**config.mk**
```make
export PLATFORM = sky130hd
export DESIGN_NAME = ddr3_app_arbiter
export DESIGN_NICKNAME = d
export VERILOG_FILES = /design/src/rtl/ddr3_app_pkg.sv /design/src/rtl/tag_fifo.sv /design/src/rtl/ddr3_app_arbiter.sv
export SDC_FILE = /design/constraint.sdc
export NUM_CORES = 1
export LEC_CHECK = 0
export BUFFER_PORTS_ARGS = -buffer_cell sky130_fd_sc_hd__clkbuf_2
export CAP_MARGIN = 10
export CORE_AREA = 2 2 301 303
export DETAILED_ROUTE_END_ITERATION = 7
export DIE_AREA = 0 0 303 305
export PLACE_DENSITY = 0.3
export SKIP_CTS_REPAIR_TIMING = 1
export SKIP_LAST_GASP = 1
export SLEW_MARGIN = 5
export SYNTH_ARGS = -nofsm -noshare
export SYNTH_HDL_FRONTEND = slang
export SYNTH_HIERARCHICAL = 1
export SYNTH_SLANG_ARGS = --single-unit
```
**constraint.sdc**
```tcl
create_clock -name clk -period 4 [get_ports clk]
set_clock_uncertainty 0.1 [all_clocks]
set_input_delay 0.2 -clock clk [delete_from_list [all_inputs] [get_ports clk]]
set_output_delay 0.2 -clock clk [all_outputs]
set_load 0.05 [all_outputs]
```
**src/rtl/ddr3_app_pkg.sv**
```systemverilog
// Shared constants and types for the DDR3 application-port arbiter.
package ddr3_app_pkg;

    // Gowin DDR3 controller app_cmd encodings
    localparam logic [2:0] APP_CMD_WR = 3'b000;
    localparam logic [2:0] APP_CMD_RD = 3'b001;

    // Default widths of the controller application interface
    localparam int unsigned ADDR_W_DEF    = 28;
    localparam int unsigned DATA_W_DEF    = 128;
    localparam int unsigned BURST_W_DEF   = 6;
    localparam int unsigned TAG_DEPTH_DEF = 8;

    typedef enum logic [1:0] {
        StIdle  = 2'd0,
        StCmd   = 2'd1,
        StWdata = 2'd2
    } arb_state_e;

endpackage

```
**src/rtl/tag_fifo.sv**
```systemverilog
// Synchronous FIFO of 1-bit requester tags, one entry per outstanding read command.
module tag_fifo #(
    parameter int unsigned Depth = 8
) (
    input  logic clk_i,
    input  logic rst_i,
    input  logic push_i,
    input  logic din_i,
    input  logic pop_i,
    output logic dout_o,
    output logic full_o,
    output logic empty_o
);

    localparam int unsigned PtrW    = (Depth > 1) ? $clog2(Depth) : 1;
    localparam logic [PtrW:0] FullCnt = (PtrW + 1)'(Depth);

    logic [Depth-1:0] mem_q;
    logic [PtrW-1:0]  wr_ptr_q, wr_ptr_d;
    logic [PtrW-1:0]  rd_ptr_q, rd_ptr_d;
    logic [PtrW:0]    cnt_q, cnt_d;
    logic             do_push, do_pop;

    assign full_o  = (cnt_q == FullCnt);
    assign empty_o = (cnt_q == '0);
    assign dout_o  = mem_q[rd_ptr_q];

    // A pop frees a slot in the same cycle, so push on a full FIFO is fine when popping.
    assign do_pop  = pop_i & ~empty_o;
    assign do_push = push_i & (~full_o | do_pop);

    // Pointer and occupancy next-state
    always_comb begin
        wr_ptr_d = wr_ptr_q;
        rd_ptr_d = rd_ptr_q;
        cnt_d    = cnt_q;
        if (do_push) wr_ptr_d = wr_ptr_q + PtrW'(1);
        if (do_pop)  rd_ptr_d = rd_ptr_q + PtrW'(1);
        unique case ({do_push, do_pop})
            2'b10:   cnt_d = cnt_q + (PtrW + 1)'(1);
            2'b01:   cnt_d = cnt_q - (PtrW + 1)'(1);
            default: cnt_d = cnt_q;
        endcase
    end

    // Storage and pointer registers, flushed by reset
    always_ff @(posedge clk_i) begin
        if (rst_i) begin
            mem_q    <= '0;
            wr_ptr_q <= '0;
            rd_ptr_q <= '0;
            cnt_q    <= '0;
        end else begin
            if (do_push) mem_q[wr_ptr_q] <= din_i;
            wr_ptr_q <= wr_ptr_d;
            rd_ptr_q <= rd_ptr_d;
            cnt_q    <= cnt_d;
        end
    end

endmodule

```
**src/rtl/ddr3_app_arbiter.sv**
```systemverilog
// Two-port round-robin arbiter in front of the Gowin DDR3 controller app interface.
// Commands and write bursts are serialised; read returns are routed by an in-order tag FIFO.
module ddr3_app_arbiter
    import ddr3_app_pkg::*;
#(
    parameter int unsigned ADDR_W    = ADDR_W_DEF,
    parameter int unsigned DATA_W    = DATA_W_DEF,
    parameter int unsigned BURST_W   = BURST_W_DEF,
    parameter int unsigned TAG_DEPTH = TAG_DEPTH_DEF
) (
    input  logic                  clk,
    input  logic                  rst,
    input  logic                  init_calib_complete,
    input  logic [1:0]            req_cmd_valid,
    output logic [1:0]            req_cmd_ready,
    input  logic [1:0]            req_we,
    input  logic [2*ADDR_W-1:0]   req_addr,
    input  logic [2*BURST_W-1:0]  req_burst,
    input  logic [1:0]            req_wdata_valid,
    output logic [1:0]            req_wdata_ready,
    input  logic [2*DATA_W-1:0]   req_wdata,
    output logic [1:0]            req_rdata_valid,
    output logic [1:0]            req_rdata_end,
    output logic [DATA_W-1:0]     req_rdata,
    output logic                  app_cmd_en,
    output logic [2:0]            app_cmd,
    output logic [ADDR_W-1:0]     app_addr,
    output logic [BURST_W-1:0]    app_burst_number,
    input  logic                  app_cmd_rdy,
    output logic                  app_wdata_en,
    output logic                  app_wdata_end,
    output logic [DATA_W-1:0]     app_wdata,
    input  logic                  app_wdata_rdy,
    input  logic                  app_rdata_valid,
    input  logic                  app_rdata_end,
    input  logic [DATA_W-1:0]     app_rdata,
    output logic                  rd_orphan
);

    arb_state_e         state_q, state_d;
    logic               gnt_q, gnt_d;
    logic               we_q, we_d;
    logic [ADDR_W-1:0]  addr_q, addr_d;
    logic [BURST_W-1:0] burst_q, burst_d;
    logic [BURST_W-1:0] beat_q, beat_d;
    logic               prio_q, prio_d;
    logic               orphan_q, orphan_d;

    logic [1:0] eligible;
    logic       pick;
    logic       pick_ok;
    logic       wdata_fire;
    logic       last_beat;
    logic       fifo_push, fifo_pop, fifo_head, fifo_full, fifo_empty;

    tag_fifo #(
        .Depth (TAG_DEPTH)
    ) u_tag_fifo (
        .clk_i   (clk),
        .rst_i   (rst),
        .push_i  (fifo_push),
        .din_i   (gnt_q),
        .pop_i   (fifo_pop),
        .dout_o  (fifo_head),
        .full_o  (fifo_full),
        .empty_o (fifo_empty)
    );

    // Round-robin pick: prio_q names the favoured requester; reads wait while the tag FIFO is full.
    always_comb begin
        eligible = req_cmd_valid & (req_we | {2{~fifo_full}});
        pick     = prio_q;
        pick_ok  = 1'b0;
        if (eligible[prio_q]) begin
            pick    = prio_q;
            pick_ok = 1'b1;
        end else if (eligible[~prio_q]) begin
            pick    = ~prio_q;
            pick_ok = 1'b1;
        end
    end

    assign last_beat = (beat_q == burst_q);
    assign fifo_pop  = app_rdata_valid & app_rdata_end & ~fifo_empty;

    // FSM next-state, command latch, beat counter and priority update
    always_comb begin
        state_d   = state_q;
        gnt_d     = gnt_q;
        we_d      = we_q;
        addr_d    = addr_q;
        burst_d   = burst_q;
        beat_d    = beat_q;
        prio_d    = prio_q;
        fifo_push = 1'b0;
        orphan_d  = orphan_q | (app_rdata_valid & fifo_empty);
        unique case (state_q)
            StIdle: begin
                if (init_calib_complete && pick_ok) begin
                    gnt_d   = pick;
                    we_d    = req_we[pick];
                    addr_d  = pick ? req_addr[2*ADDR_W-1:ADDR_W] : req_addr[ADDR_W-1:0];
                    burst_d = pick ? req_burst[2*BURST_W-1:BURST_W] : req_burst[BURST_W-1:0];
                    state_d = StCmd;
                end
            end
            StCmd: begin
                if (app_cmd_rdy) begin
                    if (we_q) begin
                        beat_d  = '0;
                        state_d = StWdata;
                    end else begin
                        fifo_push = 1'b1;
                        prio_d    = ~gnt_q;
                        state_d   = StIdle;
                    end
                end
            end
            StWdata: begin
                if (wdata_fire) begin
                    if (last_beat) begin
                        prio_d  = ~gnt_q;
                        state_d = StIdle;
                    end else begin
                        beat_d = beat_q + BURST_W'(1);
                    end
                end
            end
            default: state_d = StIdle;
        endcase
    end

    // FSM and latch registers; reset also returns priority to requester 0
    always_ff @(posedge clk) begin
        if (rst) begin
            state_q  <= StIdle;
            gnt_q    <= 1'b0;
            we_q     <= 1'b0;
            addr_q   <= '0;
            burst_q  <= '0;
            beat_q   <= '0;
            prio_q   <= 1'b0;
            orphan_q <= 1'b0;
        end else begin
            state_q  <= state_d;
            gnt_q    <= gnt_d;
            we_q     <= we_d;
            addr_q   <= addr_d;
            burst_q  <= burst_d;
            beat_q   <= beat_d;
            prio_q   <= prio_d;
            orphan_q <= orphan_d;
        end
    end

    // Output decode from registered state and latch; read routing is combinational
    always_comb begin
        req_cmd_ready    = '0;
        req_wdata_ready  = '0;
        req_rdata_valid  = '0;
        req_rdata_end    = '0;
        app_cmd_en       = 1'b0;
        app_cmd          = '0;
        app_addr         = '0;
        app_burst_number = '0;
        app_wdata_en     = 1'b0;
        app_wdata_end    = 1'b0;
        app_wdata        = '0;
        wdata_fire       = 1'b0;

        if (state_q == StCmd) begin
            app_cmd_en           = 1'b1;
            app_cmd              = we_q ? APP_CMD_WR : APP_CMD_RD;
            app_addr             = addr_q;
            app_burst_number     = burst_q;
            req_cmd_ready[gnt_q] = app_cmd_rdy;
        end

        if (state_q == StWdata) begin
            app_wdata              = gnt_q ? req_wdata[2*DATA_W-1:DATA_W] : req_wdata[DATA_W-1:0];
            wdata_fire             = req_wdata_valid[gnt_q] & app_wdata_rdy;
            app_wdata_en           = wdata_fire;
            app_wdata_end          = wdata_fire & last_beat;
            req_wdata_ready[gnt_q] = app_wdata_rdy;
        end

        // With no outstanding tag the beat has no owner and is dropped
        if (!fifo_empty) begin
            req_rdata_valid[fifo_head] = app_rdata_valid;
            req_rdata_end[fifo_head]   = app_rdata_end;
        end
    end

    assign req_rdata = app_rdata;
    assign rd_orphan = orphan_q;

endmodule

```
# Word-level counts from Yosys, hierarchy flattened
# Index checks and enable logic that the tools add are counted.
word_totals:
  regBits: 64
classes:
  order_cmp: 10
  bitwise: 19
  reduce_logical: 12
  eq_ne: 13
  mux: 56
  add_sub_neg: 5
op_table:
  columns: ["operator", "count"]
  rows:
  - ["128-bit two-way mux", 2]
  - ["28-bit two-way mux", 2]
  - ["6-bit two-way mux", 6]
  - ["1-bit two-way mux", 28]
  - ["2-bit two-way mux", 9]
  - ["2-bit inequality test (second input constant)", 7]
  - ["6-bit one-hot mux with 2 select lines", 1]
  - ["2-bit AND", 5]
  - ["1-bit by 2-bit < comparator with 1-bit output (second input constant)", 5]
  - ["5-bit AND reduction", 2]
  - ["8-bit bitwise mux", 1]
  - ["3-bit by 4-bit < comparator with 1-bit output (second input constant)", 2]
  - ["4-bit one-hot mux with 2 select lines", 1]
  - ["1-bit AND", 7]
  - ["3-bit by 1-bit adder with 3-bit output (second input constant)", 2]
  - ["6-bit by 1-bit adder with 6-bit output (second input constant)", 1]
  - ["6-bit equality test", 1]
  - ["2-bit one-hot mux with 3 select lines", 1]
  - ["4-bit by 1-bit adder with 4-bit output (second input constant)", 1]
  - ["2-bit by 1-bit equality test with 1-bit output (second input constant)", 2]
  - ["2-bit equality test (second input constant)", 2]
  - ["4-bit equality test (second input constant)", 1]
  - ["1-bit logical AND", 4]
  - ["4-bit zero test", 1]
  - ["14 further kinds", 21]

# Depth between registers and ports, before layout
# Gate-level depths: netlist (run 1).
logic_depth:
  word_depth: 11
  depth_mapped: 10
  mapped_depth_nobuf: 10

# Cells and area by module
# The synthesis (run 1) kept the hierarchy.
modules_own_cells:
  columns: ["module", "n_inst", "area_per_inst_um2", "cells_per_inst", "seq_area_each_um2"]
  rows:
  - ["ddr3_app_arbiter", 1, 5677.9, 756, 920.9]
  - ["tag_fifo", 1, 994.7, 100, 360.3]

# Worst setup path after synthesis (run 1)
# No wires, ideal clock.
synth_timing:
  path_kind: "reg2reg"
  start: "register u_tag_fifo.cnt_q[0]"
  end: "register u_tag_fifo.cnt_q[3]"
  required_ps: 3830
  setup_time_ps: 70
  synth_period_minus_slack_ps: 2953
  t_arrival_ps: 2783
  n_path_buf: 0
  stages_incl_launch_ff: 10
  slack_ps: 1047
  path_cell_list: "dfxtp_1 nor4_1 and3b_1 o41a_1 ha_1 ha_1 a21oi_1 a21oi_1 or4_1 a21oi_1"
synth_between:
  elab_chain_len: 8
  word_cells_on_any_way: 14
  cone_classes: "add/sub (2); eq/ne (3); mux (1); bitwise (6); reduce/logical (2)"
synth_rtl:
  columns: ["element", "line", "rtl"]
  rows:
  - ["start, declared", "tag_fifo.sv:21", "logic [PtrW:0] cnt_q, cnt_d;"]
  - ["start signal, assigned", "tag_fifo.sv:57", "cnt_q <= cnt_d;"]
  - ["4-bit zero test (*)", "tag_fifo.sv:25", "assign empty_o = (cnt_q == '0);"]
  - ["named net fifo_empty", "ddr3_app_arbiter.sv:54", "logic fifo_push, fifo_pop, fifo_head, fifo_full, fifo_empty;"]
  - ["1-bit inverter (*)", "ddr3_app_arbiter.sv:84", "assign fifo_pop = app_rdata_valid & app_rdata_end & ~fifo_empty;"]
  - ["1-bit AND (*)", "ddr3_app_arbiter.sv:84", null]
  - ["named net fifo_pop", "ddr3_app_arbiter.sv:54", null]
  - ["1-bit AND (*)", "tag_fifo.sv:29", "assign do_pop = pop_i & ~empty_o;"]
  - ["named net u_tag_fifo.do_pop", "tag_fifo.sv:22", "logic do_push, do_pop;"]
  - ["1-bit OR", "tag_fifo.sv:30", "assign do_push = push_i & (~full_o | do_pop);"]
  - ["1-bit AND", "tag_fifo.sv:30", null]
  - ["2-bit by 1-bit equality test with 1-bit output / 2-bit equality test (equally long branches)", "tag_fifo.sv:39", "unique case ({do_push, do_pop})"]
  - ["4-bit one-hot mux with 2 select lines / 2-bit nonzero test (equally long branches)", null, null]
# Mark *: on every way through the listed nets, which the timed path passes. The rest lies on a longest branch.
# A chain may end at the register's enable or synchronous reset.

# Worst setup path after layout (run 1)
layout_timing:
  start: "register u_tag_fifo.cnt_q[1]"
  end: "register u_tag_fifo.cnt_q[3]"
# The elaborated chain is that of the path after synthesis.

==> results of run 1 <==
[cell type report]
type	count	area, um2
multi-input combinational	592	4130
clock inverter	7	95.1
fill	10500	79400
timing repair buffer	526	2720
antenna	7	17.5
inverter	4	15.0
clock buffer	9	225
tap	1176	1470
sequential	64	1280
[power by group]
part           switching (W)  internal [W]  total (W)
clock               0.000338      0.000547   0.000885
sequential         0.0000377      0.000679   0.000717
combinational       0.000432      0.000281   0.000713
total               0.000808       0.00151    0.00231
[worst min-delay path by stage]
stage / from / end / slack [ps] / cells after the start
3_3_place_gp: app_rdata[0] / req_rdata[0] / 300 / 0
5_1_grt: app_rdata_valid / rd_orphan$_SDFF_PP0_ / 30 / 3
6_report: app_rdata_valid / rd_orphan$_SDFF_PP0_ / 20 / 3
4_1_cts: app_rdata_valid / rd_orphan$_SDFF_PP0_ / -6 / 3
3_5_place_dp: app_rdata[0] / req_rdata[0] / 300 / 0
2_1_floorplan: app_rdata_valid / rd_orphan$_SDFF_PP0_ / 240 / 2
[registers in the layout (all words and copies together), names as in the netlist, 2 cells and up]
signal,flops
u_tag_fifo/mem_q,8
addr_q,28
u_tag_fifo/wr_ptr_q,3
beat_q,6
u_tag_fifo/rd_ptr_q,3
state_q,2
burst_q,6
u_tag_fifo/cnt_q,4
[per-stage QoR]
stage,hold slack [ps],power (W)
global route,30.9,0.00244
global placement,300,0.00145
floorplan,245,0.00146
CTS,-5.77,0.00237
finish,24.5,0.00231
detailed placement,300,0.00145
[worst max-delay path, cell delays in order (launching register included)]
cell     delay, ps
dfxtp_1        430
nor4_1          90
buf_4          160
and3b_1        490
o41a_1         350
ha_1           240
ha_1           280
a21oi_1        210
a21oi_1        120
or4_1          470
a21oi_1        170
[metal layers]
metal / routed length (um) / GRT usage [%]
met5: 138 / 0.741
met4: 2000 / 3.10
met3: 4310 / 3.19
met2: 27300 / 20.5
met1: 18700 / 11.5
[cell families after synthesis]
logic type      after synthesis  share of synthesized area, %
flops                        64                          19.2
buf+inv                     201                          19.1
mux                         143                          21.9
xor+xnor                     12                          1.58
fa+ha+maj                     7                          1.43
compound gates              110                          14.8
simple gates                318                          22.0
other cells                   1                        0.0562
[cell usage in the layout (no fill, tap or decap), types with 4 or more instances in the layout]
master	n
a211oi_1	6
xor2_1	11
nand2b_1	13
nor2b_1	4
ha_1	6
a21oi_1	9
and2_1	37
clkbuf_2	511
inv_1	4
nand3_1	4
buf_4	11
clkbuf_16	9
a2111oi_1	31
nor4_1	5
buf_12	4
o2bb2ai_1	4
diode_2	7
a2111oi_0	39
nor2_1	218
mux2i_1	139
and3_1	7
dfxtp_1	63
nand2_1	6
==> results.md, run 1 <==
* Setup TNS at 0 ps
* Via/cell ratio at approximately 3.3
* Outcome: complete, but fails checks
* Worst setup EP type: register
* Post-synth EDFFs at 0
* Hold WC Path Type: in -> reg
* H-tree levels at 3
* Remaining DRCs at 68
* I/O Buffers at 511
* Die Ht at between 300 and 400 um
* Post-Layout Inst Area at 9960 um2
* Worst setup path endpoint: u_tag_fifo/cnt_q[3]$_SDFFE_PP0P_
* # rows at 110
* Die area at 92,400 um2
* Vias in the first global route at about 7,800
* Syn_area_per_cell at approximately 7.8 um2
* Crit path time final at ~3200 ps
* Synth Flop Type: dfxtp_1
* Pre-antenna DRT Iters at 7
* Cells on worst reg2reg path at 10
* Worst VDD drop at 0.000194 V
* Critical path arrival at 3380 ps
* Chip Width at around 300 um
* Post-Route WL at 52.4 mm
* Final core occ at 11.2%
* Post-Syn Area at 6670 um2
* Yosys warnings at 6
* FF-to-FF End: u_tag_fifo/cnt_q[3]$_SDFFE_PP0P_
* Worst-path fanout max at 7
* Syn Inst Count at 856
* Power per Cell Area at ~230 nW/um2
* Final cell count without fillers at roughly 2,400
* Dpl hpwl at 46.1 mm
* Synth top area cells: mux2i_1 21%, dfxtp_1 19%, buf_4 15%
* RSZ-0062 raised after global routing: no
* Post-synth top area share at 20.9%
* Initial antenna violation count at 66
* I/O pin cnt at 770
* Fin crit share at 79.9%
* CP required at roughly 4200 ps
* Fin worst setup slack at 805 ps
* Failing checks: DRC
* Post-route ant nets at 0
* Clock-pin slew on the worst setup and hold paths at 60 ps
* Layout cell share with drive strength beyond 1 at between 40% and 50%
* Most frequent cell after synthesis: nor2_1
* Worst-Margin Slew at 1030 ps
* Fin. max-slew vios at 0
* All-Layer GR Usage at 10.9%
* Global route overflow at 0
* Worst-skew pair later-pin latency at 350 ps
* Placement Setup Slack at approximately 830 ps
* Max-cap violations at 0
* Area leader, netlist: mux2i_1
* WS Path Type: reg -> reg
* CTS tree: yes
* Inst Count DP at 2,362
* Area after DPL at 9620 um2
* Initial core utilization at 7.47%
* Via count at 7,794
* Endpoints failing setup at 0
* Mean routed wirelength per cell at roughly 22 um
* P_leak at 4.21 nW
* Synth Register Bits at 64
* Clock Sink Count at 64
* Iteration-0 DRC Markers at 384
* R2R Setup Slk at ~800 ps
* Startpoint Class: register
* Reg2reg start: u_tag_fifo/cnt_q[1]$_SDFFE_PP0P_
* First-pass GRT wire length at approximately 68 mm
* Core Area at 89,300 um2
* Largest net degree at the start of global routing at 77
* Synth cell count leaders: 218 x nor2_1, 139 x mux2i_1, 130 x buf_4, 64 x dfxtp_1, 41 x clkbuf_1
* CTS root buf: clkbuf_16
* Count of different cell masters after synthesis at 59
* Longest Clk Path Bufs at 2
* Worst Setup SP: u_tag_fifo/cnt_q[1]$_SDFFE_PP0P_
* Hold Vio Cnt, Final at 0
* Slew headroom at approximately a third
* NumNets Final at 1,669
* Area growth syn-to-layout at 49.3%
* Seq/Total Area, Yosys at around a fifth
* Num CTS Buffers at 9
* F_max at 313 MHz
* Ys async rst share at 0%
* Final estimated routing congestion in global placement at 0.911
Power figures use the tool's default switching activity.
==> run 2: changes to the inputs <==
Settings changed: ABC_AREA set to 1, CORE_AREA 2 2 301 303 to 2 2 302 304, DIE_AREA 0 0 303 305 to 0 0 304 306.
Clock period 4 ns to 2.6 ns, I/O delays scaled along.
==> run 2 against run 1 <==
The flow finishes with violations (hold timing). Flip-flop and latch count stayed put. Critical path depth is 5 higher. Total power is 120% higher. Non-clock buffer count is 20 higher. Hold slack worse by 42 ps. Critical path type unchanged. Critical endpoint unchanged. Largest cell class unchanged. Largest power group is now combinational cells. Highest routed layer unchanged.
==> results.md, run 2 <==
* # fillers at 10,700
* Hold Vio Cnt, Final at 11
* Iteration-0 DRC Markers at between 500 and 600
* Synth cell count leaders: 438 x nand2_1, 146 x a21oi_1, 136 x buf_4, 115 x inv_1, 93 x nand3_1
* Crit path top cell by count: nand2_1
* Via/cell ratio at 3.27
* Pre-antenna DRT Iters at 5
* Hold WC Path Type: in -> reg
* First-pass GRT wire length at 77.8 mm
* Initial core utilization at 7.46%
* Post-synth top area share at 24.6%
* Clock-pin slew on the worst setup and hold paths at 70 ps
* Worst hold slack at -18.0 ps
* Area taken by multi-input logic gates at 3660 um2
* Post-synth EDFFs at 0
* Fin. max-slew vios at 0
* Worst VDD drop at 0.000340 V
* Syn_area_per_cell at about 5.5 um2
* Final cell count without fillers at 2,750
* CP required at 2800 ps
* Post-Syn Area at 6680 um2
* Crit path time final at about 2400 ps
* WS Path Type: reg -> reg
* H-tree levels at 3
* Dpl hpwl at around 52 mm
* Global route overflow at 0
* Startpoint Class: register
* Syn Inst Count at roughly 1,200
* Most frequent cell after synthesis: nand2_1
* Largest registers: addr_q (28), u_tag_fifo/mem_q (8)
* Most common cell after layout, fill and taps aside: clkbuf_2
* Die Ht at 306 um
* Longest Clk Path Bufs at 2
* Max reg flops at 28
* Inst Count DP at 2,730
* Register Area at ~1300 um2
* Post-route ant nets at 0
* Slowest cell on crit path: dfxtp_1
* Num CTS Buffers at 9
* Top reg by flops: addr_q
* Max-cap violations at 0
* Chip Width at around 300 um
* CTS tree: yes
* Area growth syn-to-layout at 54.4%
* Fin worst setup slack at 153 ps
* Worst-skew pair later-pin latency at 370 ps
* Most frequent cells in the layout: 500 x clkbuf_2, 438 x nand2_1, 146 x a21oi_1, 114 x inv_1, 93 x nand3_1
* Overall power after layout at 0.00504 W
* Crit-path max cell delay at 320 ps
* Slew headroom at 44.6%
* Remaining DRCs at 0
* Vias in the first global route at 8,804
* NumNets Final at 2,039
* Placement Setup Slack at 5.25 ps
* Via count at about 9,000
* Critical path arrival at 2640 ps
* Clock Sink Count at 64
* Worst-path fanout max at 6
* Die area at 93,000 um2
* Layout cell share with drive strength beyond 1 at 37.9%
* Initial antenna violation count at 64
* Synth top area cells: nand2_1 25%, dfxtp_1 19%, buf_4 15%
* Cells along the critical path: nor2_2 -> nand3_1 -> inv_1 -> nor3_2 -> buf_4 -> nand2_2 -> inv_1 -> ha_2 -> ha_1 -> or2_2 -> nand2_1 -> nand2_1 -> nand2_1 -> nand2_1 -> a21oi_1
* Synth Register Bits at 64
* RSZ-0062 raised after global routing: yes
* P_leak at about 5.4 nW
* Fin crit share at 94.1%
* Worst setup EP type: register
* Mean routed wirelength per cell at between 20 and 25 um
* I/O pin cnt at 770
* Count of different cell masters after synthesis at 36
* CTS root buf: clkbuf_16
* I/O Buffers at 511
* Outcome: complete, but fails checks
* Power per Cell Area at between 400 and 500 nW/um2
* Synth Flop Type: dfxtp_1
* Worst-Margin Slew at 831 ps
* Largest net degree at the start of global routing at between 70 and 80
* Post-Route WL at 60.0 mm
* Core Area at roughly 90,000 um2
* # rows at 110
* Yosys warnings at 6
* Seq/Total Area, Yosys at 19.2%
* F_max at 409 MHz
* All-Layer GR Usage at between 10% and 20%
* Failing checks: hold timing
* Endpoints failing setup at 0
* Ys async rst share at 0%
* Area leader, netlist: nand2_1
* Final estimated routing congestion in global placement at 0.762
==> run 2: critical path: cells and delay by family, from the launching register on <==
kind / cells / cell delay (ps)
and+or+nand+nor: 9 / 1010
DFF: 1 / 320
AOI/OAI and AO/OA: 1 / 110
buffers and inverters: 3 / 340
adders and majority gates: 2 / 500
==> run 2: cells by family (layout without fill, tap and decap cells) <==
family                   after synthesis  after routing  share of synthesized area (%)
AND/OR/NAND/NOR                      643            643                           39.7
other                                  1              4                         0.0561
buffers and inverters                322            687                           26.6
XOR/XNOR                               3              3                          0.393
adder cells (fa/ha/maj)                7              7                           1.42
flip-flops                            64             64                           19.2
AO/OA/AOI/OAI                        166            166                           12.6
==> run 2: cell type report <==
class | instances | area share [%]
multi-input combinational | 821 | 35.5
timing repair buffer | 546 | 30.1
tap | 1176 | 14.3
sequential | 64 | 12.5
inverter | 125 | 4.62
clock buffer | 10 | 2.32
clock inverter | 6 | 0.667
antenna | 2 | 0.0485
==> run 2: metal layers <==
layer | vias up | wire (um) | global-route usage, %
met3 | 178 | 5690 | 5.21
met5 | - | 98 | 0.672
met1 | 3994 | 21300 | 12.6
met2 | 486 | 31400 | 23.8
met4 | 4 | 1510 | 2.38
li1 | 4324 | - | -
==> run 2: worst paths after layout <==
check | start | depth (start not counted) | to | slack [ps]
max | u_tag_fifo/cnt_q[0]$_SDFFE_PP0P_ | 15 | u_tag_fifo/cnt_q[3]$_SDFFE_PP0P_ | 150
min | req_addr[45] | 5 | addr_q[17]$_SDFFE_PP0P_ | -20
max reg2reg | u_tag_fifo/cnt_q[0]$_SDFFE_PP0P_ | 15 | u_tag_fifo/cnt_q[3]$_SDFFE_PP0P_ | 150
min reg2reg | rd_orphan$_SDFF_PP0_ | 2 | rd_orphan$_SDFF_PP0_ | 390
==> run 2: where the power goes <==
| group | switching, W | internal (W) |
|---|---|---|
| registers | 0.0000592 | 0.00108 |
| logic | 0.00185 | 0.000731 |
| clock network | 0.000553 | 0.000772 |
==> run 2: stage by stage <==
step / cell area (um2) / setup TNS (ps) / util (%) / hold slack [ps]
after floorplan: 6690 / 0 / - / 92.4
after global placement: 9970 / 0 / 11.1 / 160
after detailed placement: 9970 / 0 / 11.1 / 160
after CTS: 10300 / -26.0 / 11.5 / -94.3
after global routing: 10300 / -45.3 / 11.5 / 2.26
final: 10300 / 0 / 11.5 / -18.0
